[src/rtl/lsu_ctrl.sv]
// Load/store control stage: forwards AGU commands to the DTCM, tracks them in an
// in-order FIFO and routes responses to load write-back or store completion.
// Define LSU_WBCK_REG_EN to put a 1-entry register on the load write-back path.
`timescale 1ns/1ps

`ifndef XLEN
`define XLEN 32
`endif
`ifndef DTCM_ADDR_WIDTH
`define DTCM_ADDR_WIDTH 16
`endif
`ifndef ITAG_WIDTH
`define ITAG_WIDTH 3
`endif

module lsu_ctrl #(
    parameter int OUTS_DEPTH = 2
) (
    input  logic                        clk,
    input  logic                        rst,
    input  logic                        agu_cmd_valid,
    output logic                        agu_cmd_ready,
    input  logic [`DTCM_ADDR_WIDTH-1:0] agu_cmd_addr,
    input  logic                        agu_cmd_read,
    input  logic [`ITAG_WIDTH-1:0]      agu_cmd_itag,
    input  logic [1:0]                  agu_cmd_size,
    input  logic                        agu_cmd_usign,
    input  logic [`XLEN-1:0]            agu_cmd_wdata,
    input  logic [`XLEN/8-1:0]          agu_cmd_wmask,
    output logic                        agu_rsp_valid,
    input  logic                        agu_rsp_ready,
    output logic [`XLEN-1:0]            agu_rsp_rdata,
    output logic                        lsu_wbck_i_valid,
    input  logic                        lsu_wbck_i_ready,
    output logic [`XLEN-1:0]            lsu_wbck_i_data,
    output logic [`ITAG_WIDTH-1:0]      lsu_wbck_i_itag,
    output logic                        dtcm_cmd_valid,
    input  logic                        dtcm_cmd_ready,
    output logic [`DTCM_ADDR_WIDTH-1:0] dtcm_cmd_addr,
    output logic                        dtcm_cmd_read,
    output logic [`XLEN-1:0]            dtcm_cmd_wdata,
    output logic [`XLEN/8-1:0]          dtcm_cmd_wmask,
    input  logic                        dtcm_rsp_valid,
    output logic                        dtcm_rsp_ready,
    input  logic [`XLEN-1:0]            dtcm_rsp_rdata,
    output logic                        lsu_active
);

    localparam int PTR_W = (OUTS_DEPTH > 1) ? $clog2(OUTS_DEPTH) : 1;
    localparam int CNT_W = $clog2(OUTS_DEPTH + 1);
    localparam int SLOTS = 1 << PTR_W;

    typedef struct packed {
        logic                   read;
        logic [`ITAG_WIDTH-1:0] itag;
        logic [1:0]             size;
        logic                   usign;
        logic [1:0]             off;
    } outs_t;

    outs_t            r_fifo [SLOTS];
    logic [PTR_W-1:0] r_wptr;
    logic [PTR_W-1:0] r_rptr;
    logic [CNT_W-1:0] r_cnt;

    logic             w_full;
    logic             w_empty;
    logic             w_push;
    logic             w_pop;
    outs_t            w_head;
    logic [`XLEN-1:0] w_load_data;

    function automatic logic [PTR_W-1:0] ptr_inc(input logic [PTR_W-1:0] p);
        return (p == PTR_W'(OUTS_DEPTH - 1)) ? '0 : p + PTR_W'(1);
    endfunction

    // Lane-select then extend; size 3 falls through to the full word.
    function automatic logic [`XLEN-1:0] load_extract(input logic [`XLEN-1:0] rdata,
                                                      input outs_t e);
        logic [`XLEN-1:0] sh;
        logic [`XLEN-1:0] res;
        sh = rdata >> {e.off, 3'b000};
        case (e.size)
            2'd0:    res = {{(`XLEN-8){~e.usign & sh[7]}}, sh[7:0]};
            2'd1:    res = {{(`XLEN-16){~e.usign & sh[15]}}, sh[15:0]};
            default: res = sh;
        endcase
        return res;
    endfunction

    assign w_full  = (r_cnt == CNT_W'(OUTS_DEPTH));
    assign w_empty = (r_cnt == '0);
    assign w_head  = r_fifo[r_rptr];
    assign w_push  = agu_cmd_valid & agu_cmd_ready;
    assign w_pop   = dtcm_rsp_valid & dtcm_rsp_ready;
    assign w_load_data = load_extract(dtcm_rsp_rdata, w_head);

    assign agu_cmd_ready  = dtcm_cmd_ready & ~w_full;
    assign dtcm_cmd_valid = agu_cmd_valid & ~w_full;
    assign dtcm_cmd_addr  = {agu_cmd_addr[`DTCM_ADDR_WIDTH-1:2], 2'b00};
    assign dtcm_cmd_read  = agu_cmd_read;
    assign dtcm_cmd_wdata = agu_cmd_wdata;
    assign dtcm_cmd_wmask = agu_cmd_read ? '0 : agu_cmd_wmask;
    assign agu_rsp_rdata  = '0;

    // NOTE: FIFO payload is not reset; the occupancy counter alone decides validity.
    always_ff @(posedge clk) begin
        if (w_push) begin
            r_fifo[r_wptr] <= '{read:  agu_cmd_read,  itag: agu_cmd_itag,
                                size:  agu_cmd_size,  usign: agu_cmd_usign,
                                off:   agu_cmd_addr[1:0]};
        end
    end

    always_ff @(posedge clk or posedge rst) begin
        if (rst) begin
            r_wptr <= '0;
            r_rptr <= '0;
            r_cnt  <= '0;
        end else begin
            if (w_push) r_wptr <= ptr_inc(r_wptr);
            if (w_pop)  r_rptr <= ptr_inc(r_rptr);
            case ({w_push, w_pop})
                2'b10:   r_cnt <= r_cnt + CNT_W'(1);
                2'b01:   r_cnt <= r_cnt - CNT_W'(1);
                default: r_cnt <= r_cnt;
            endcase
        end
    end

`ifdef LSU_WBCK_REG_EN
    logic                   r_wbck_full;
    logic [`XLEN-1:0]       r_wbck_data;
    logic [`ITAG_WIDTH-1:0] r_wbck_itag;

    // Stores wait while a load sits in the register so completions stay in order.
    always_comb begin
        agu_rsp_valid  = 1'b0;
        dtcm_rsp_ready = 1'b0;
        if (!w_empty) begin
            if (w_head.read) begin
                dtcm_rsp_ready = ~r_wbck_full | lsu_wbck_i_ready;
            end else begin
                agu_rsp_valid  = dtcm_rsp_valid & ~r_wbck_full;
                dtcm_rsp_ready = agu_rsp_ready & ~r_wbck_full;
            end
        end
    end

    always_ff @(posedge clk or posedge rst) begin
        if (rst) begin
            r_wbck_full <= 1'b0;
            r_wbck_data <= '0;
            r_wbck_itag <= '0;
        end else if (w_pop && w_head.read) begin
            r_wbck_full <= 1'b1;
            r_wbck_data <= w_load_data;
            r_wbck_itag <= w_head.itag;
        end else if (lsu_wbck_i_ready) begin
            r_wbck_full <= 1'b0;
        end
    end

    assign lsu_wbck_i_valid = r_wbck_full;
    assign lsu_wbck_i_data  = r_wbck_data;
    assign lsu_wbck_i_itag  = r_wbck_itag;
    assign lsu_active       = ~w_empty | r_wbck_full;
`else
    always_comb begin
        agu_rsp_valid    = 1'b0;
        dtcm_rsp_ready   = 1'b0;
        lsu_wbck_i_valid = 1'b0;
        lsu_wbck_i_data  = '0;
        lsu_wbck_i_itag  = '0;
        if (!w_empty) begin
            if (w_head.read) begin
                lsu_wbck_i_valid = dtcm_rsp_valid;
                dtcm_rsp_ready   = lsu_wbck_i_ready;
                lsu_wbck_i_data  = w_load_data;
                lsu_wbck_i_itag  = w_head.itag;
            end else begin
                agu_rsp_valid  = dtcm_rsp_valid;
                dtcm_rsp_ready = agu_rsp_ready;
            end
        end
    end

    assign lsu_active = ~w_empty;
`endif

endmodule

[config.mk]
export PLATFORM = sky130hd
export DESIGN_NAME = lsu_ctrl
export DESIGN_NICKNAME = d
export VERILOG_FILES = /design/src/rtl/lsu_ctrl.sv
export SDC_FILE = /design/constraint.sdc
export NUM_CORES = 1
export LEC_CHECK = 0
export BUFFER_PORTS_ARGS = -buffer_cell sky130_fd_sc_hd__buf_2
export CELL_PAD_IN_SITES_DETAIL_PLACEMENT = 1
export CELL_PAD_IN_SITES_GLOBAL_PLACEMENT = 1
export CORE_MARGIN = 10
export CORE_UTILIZATION = 27
export CTS_CLUSTER_SIZE = 12
export DETAILED_ROUTE_END_ITERATION = 10
export PLACE_DENSITY_LB_ADDON = 0.3
export SYNTH_ARGS = -nofsm -noshare
export SYNTH_HDL_FRONTEND = slang
export SYNTH_SLANG_ARGS = --single-unit
[constraint.sdc]
create_clock -name clk -period 5.8 [get_ports clk]
set_input_delay 0.58 -clock clk [delete_from_list [all_inputs] [get_ports clk]]
set_output_delay 0.58 -clock clk [all_outputs]
set_load 0.03 [all_outputs]
==> results.cfg <==
[status]
status = finished, final reports clean

[pwr]
pwr-share-seq = 0.222
p_sw_frac = 0.5575
p_leak_nw = 1.334
total_power_mw = 1.125
p_per_area_nw_per_um2 = 434.1
p_int_mw = 0.4978
clkPwrFrac = 0.081
peakVddDrop_mv = 0.2303
p_comb_frac = 0.697
power.switching_mw = 0.6271

[synthesis]
synth_top_family_by_area = buffers and inverters
synth_warnings = 0
synth_area_per_cell_sq_um = 8.413
seq_area_frac_synth = 0.2599
synth-simple-area-share = 0.1624
synth_xor_xnor_area_share = 0.01777
synth_compound_area_frac = 0.1645
synthAdderAreaFrac = 0.005076
yosysTopAreaCellShare = 0.2467
ys_seq_elements = 22
yosysTopAreaCell = buf_4
synth_ff_type = edfxtp_1
post-synth-top-count-cell = buf_4
muxShareOfSynthArea = 0.1122
netlist_area_sq_um = 2465
ys_async_sr_fraction = 0.1818
synth.distinct_cells = 44
synth_common_cells = buf_4 (81), nand2_1 (39), a21oi_1 (23)
synth_area_leaders = buf_4 (25%), edfxtp_1 (22%), mux2i_1 (8.5%)
synth_enable_flop_cells = 18
netlist_instances = 293

[clock_network]
clkLatencyLatePin_ns = 0.25
cts_buffer_depth = 2
cts.sinks = 22
cts_tree = done
cts_hold_buf = 0
clk_pin_slew_worst_paths_ns = 0.07
cts-root-buf = clkbuf_8
cts_made_buffers = 3
post_cts_resized = 0
htreeDepth = 1
post-cts-setup-buffer-count = 0

[run]
drv_cap = 0

[place]
gp_congestion = 0.7650
port_buffers = 97
hpwl_mm = 6.713

[sta]
relSlewSlack = 0.4019
hold_viol_final = 0
finalCriticalPeriod_ns = 3.874
rsz0062_at_grt = no
min_period_over_period = 0.6679
worstMarginPinSlew_ns = 0.8903
hold_slack_ns = 0.1924
max_freq_ghz = 0.2581
slew_violations = 0
finalSetupViolCount = 0
setup_tns_ns = 0
fin_skew_ns = 0.003545

[global_route]
grt-ovfl-total = 0
antenna_found_initial = 0
grt_first_pass_wirelength_mm = 11.47
grt_max_degree = 29
grt_pass1_vias = 2171
grt_usage = 0.1056

[finish]
final_util = 0.2943
drive_gt1_frac = 0.3442
multi_input_area_sq_um = 1266
seqCellArea_sq_um = 640.6
fill_cells = 1096
area_growth_pct = 5.127
nNetsFinal = 437
antenna_cells = 0

[floorplanning]
start_util = 0.2799
dieArea_sq_um = 13350
boundaryPins = 224
dieWidth_um = 115.5
rows = 34
fp.dieH_um = 115.5
core_sq_um = 8806

[route]
drtIter0Drc = 43
drt_wl_total_mm = 7.921
vias = 2055
dr.pass1.iters = 4
wl_per_cell_um = 17.80
ant_nets = 0
drc_errors = 0
viasPerCell = 4.618

[critical_path]
cpMaxStageDelayCell = dfrtp_1
worst-setup-path-type = flop to primary output
max_stage_delay_ns = 0.91
cp.arrival_ns = 3.29
crit_path_end_kind = primary output
crit_fanout = 25
critPathLaunchType = flop
crit_chain = mux2i_4, and2_1, o2bb2ai_1, nand2b_1, o21ai_1, buf_2
critPathRequiredTime_ns = 5.22

[min_path]
hp-class = input port to asynchronous set/reset pin
path summary, 6_finish.rpt:
check,start,end,slack (ns),cells after the start
worst max-delay path,r_rptr$_DFFE_PP0P_,lsu_wbck_i_data[16],1.93,6
worst min-delay path,rst,r_cnt[0]$_DFFE_PP0P_,0.19,2
worst max register to register,r_rptr$_DFFE_PP0P_,r_cnt[1]$_DFFE_PP0P_,3.46,6
worst min register to register,r_wptr$_DFFE_PP0P_,r_wptr$_DFFE_PP0P_,0.49,1
max in group asynchronous,rst,r_rptr$_DFFE_PP0P_,5.46,2
min in group clk,r_wptr$_DFFE_PP0P_,r_wptr$_DFFE_PP0P_,0.49,1
layout by cell type (no fill, tap or decap), drive strengths merged, types with 3 or more instances in the layout:
master / n
edfxtp: 18
nor2: 22
or2: 9
dfrtp: 4
nor2b: 5
inv: 3
a21oi: 24
nand2: 41
clkbuf: 3
mux2i: 23
o2bb2ai: 8
xnor2: 3
and2: 3
buf: 98
o21ai: 8
conb: 34
a21o: 8
per-layer routing:
metal,part of all wire,global-route usage,up-vias
met5,0,0,-
met4,0.019,0.02703,0
met3,0.10,0.03773,30
met2,0.54,0.2090,88
met1,0.34,0.09997,964
li1,-,-,973
sequential cells by signal (all words and copies together), names as in the netlist:
| register | flops |
|---|---|
| r_cnt | 2 |
| r_fifo | 18 |
| r_rptr | 1 |
| r_wptr | 1 |
through the flow:
step / worst slack, ns / cell area, sq um / cells
global placement: 2.284 / 2546 / 441
finish: 1.926 / 2591 / 445
CTS: 1.877 / 2591 / 445
detailed placement: 2.167 / 2546 / 441
global route: 1.627 / 2591 / 445
floorplan: 3.266 / 2589 / 326
power by group through the flow:
| stage | clock, mW | combinational, mW | sequential [mW] |
|---|---|---|---|
| 2_1_floorplan | 0 | 0.706 | 0.223 |
| 3_3_place_gp | 0 | 0.785 | 0.253 |
| 3_5_place_dp | 0 | 0.797 | 0.254 |
| 4_1_cts | 0.0939 | 0.799 | 0.251 |
| 5_1_grt | 0.101 | 0.853 | 0.257 |
| 6_report | 0.0906 | 0.784 | 0.250 |
worst max-delay path: cells and delay by family (launching register included):
family / cells / cell delay [ns]
compound gates: 2 / 0.34
simple gates: 2 / 0.69
mux: 1 / 0.85
buf+inv: 1 / 0.23
flops: 1 / 0.91
final cells by class:
cell class	count	area share
multi-input combinational	210	0.4887
sequential	22	0.2472
timing repair buffer	98	0.1902
tap	108	0.05215
clock buffer	3	0.01593
inverter	3	0.004346
clock inverter	1	0.001449
cells by family after synthesis:
group / count (synthesis)
buf+inv: 94
simple gates: 88
xor+xnor: 5
flops: 22
fa+ha+maj: 1
mux: 25
other cells: 1
compound gates: 57
(Power assumes the default switching activity.)
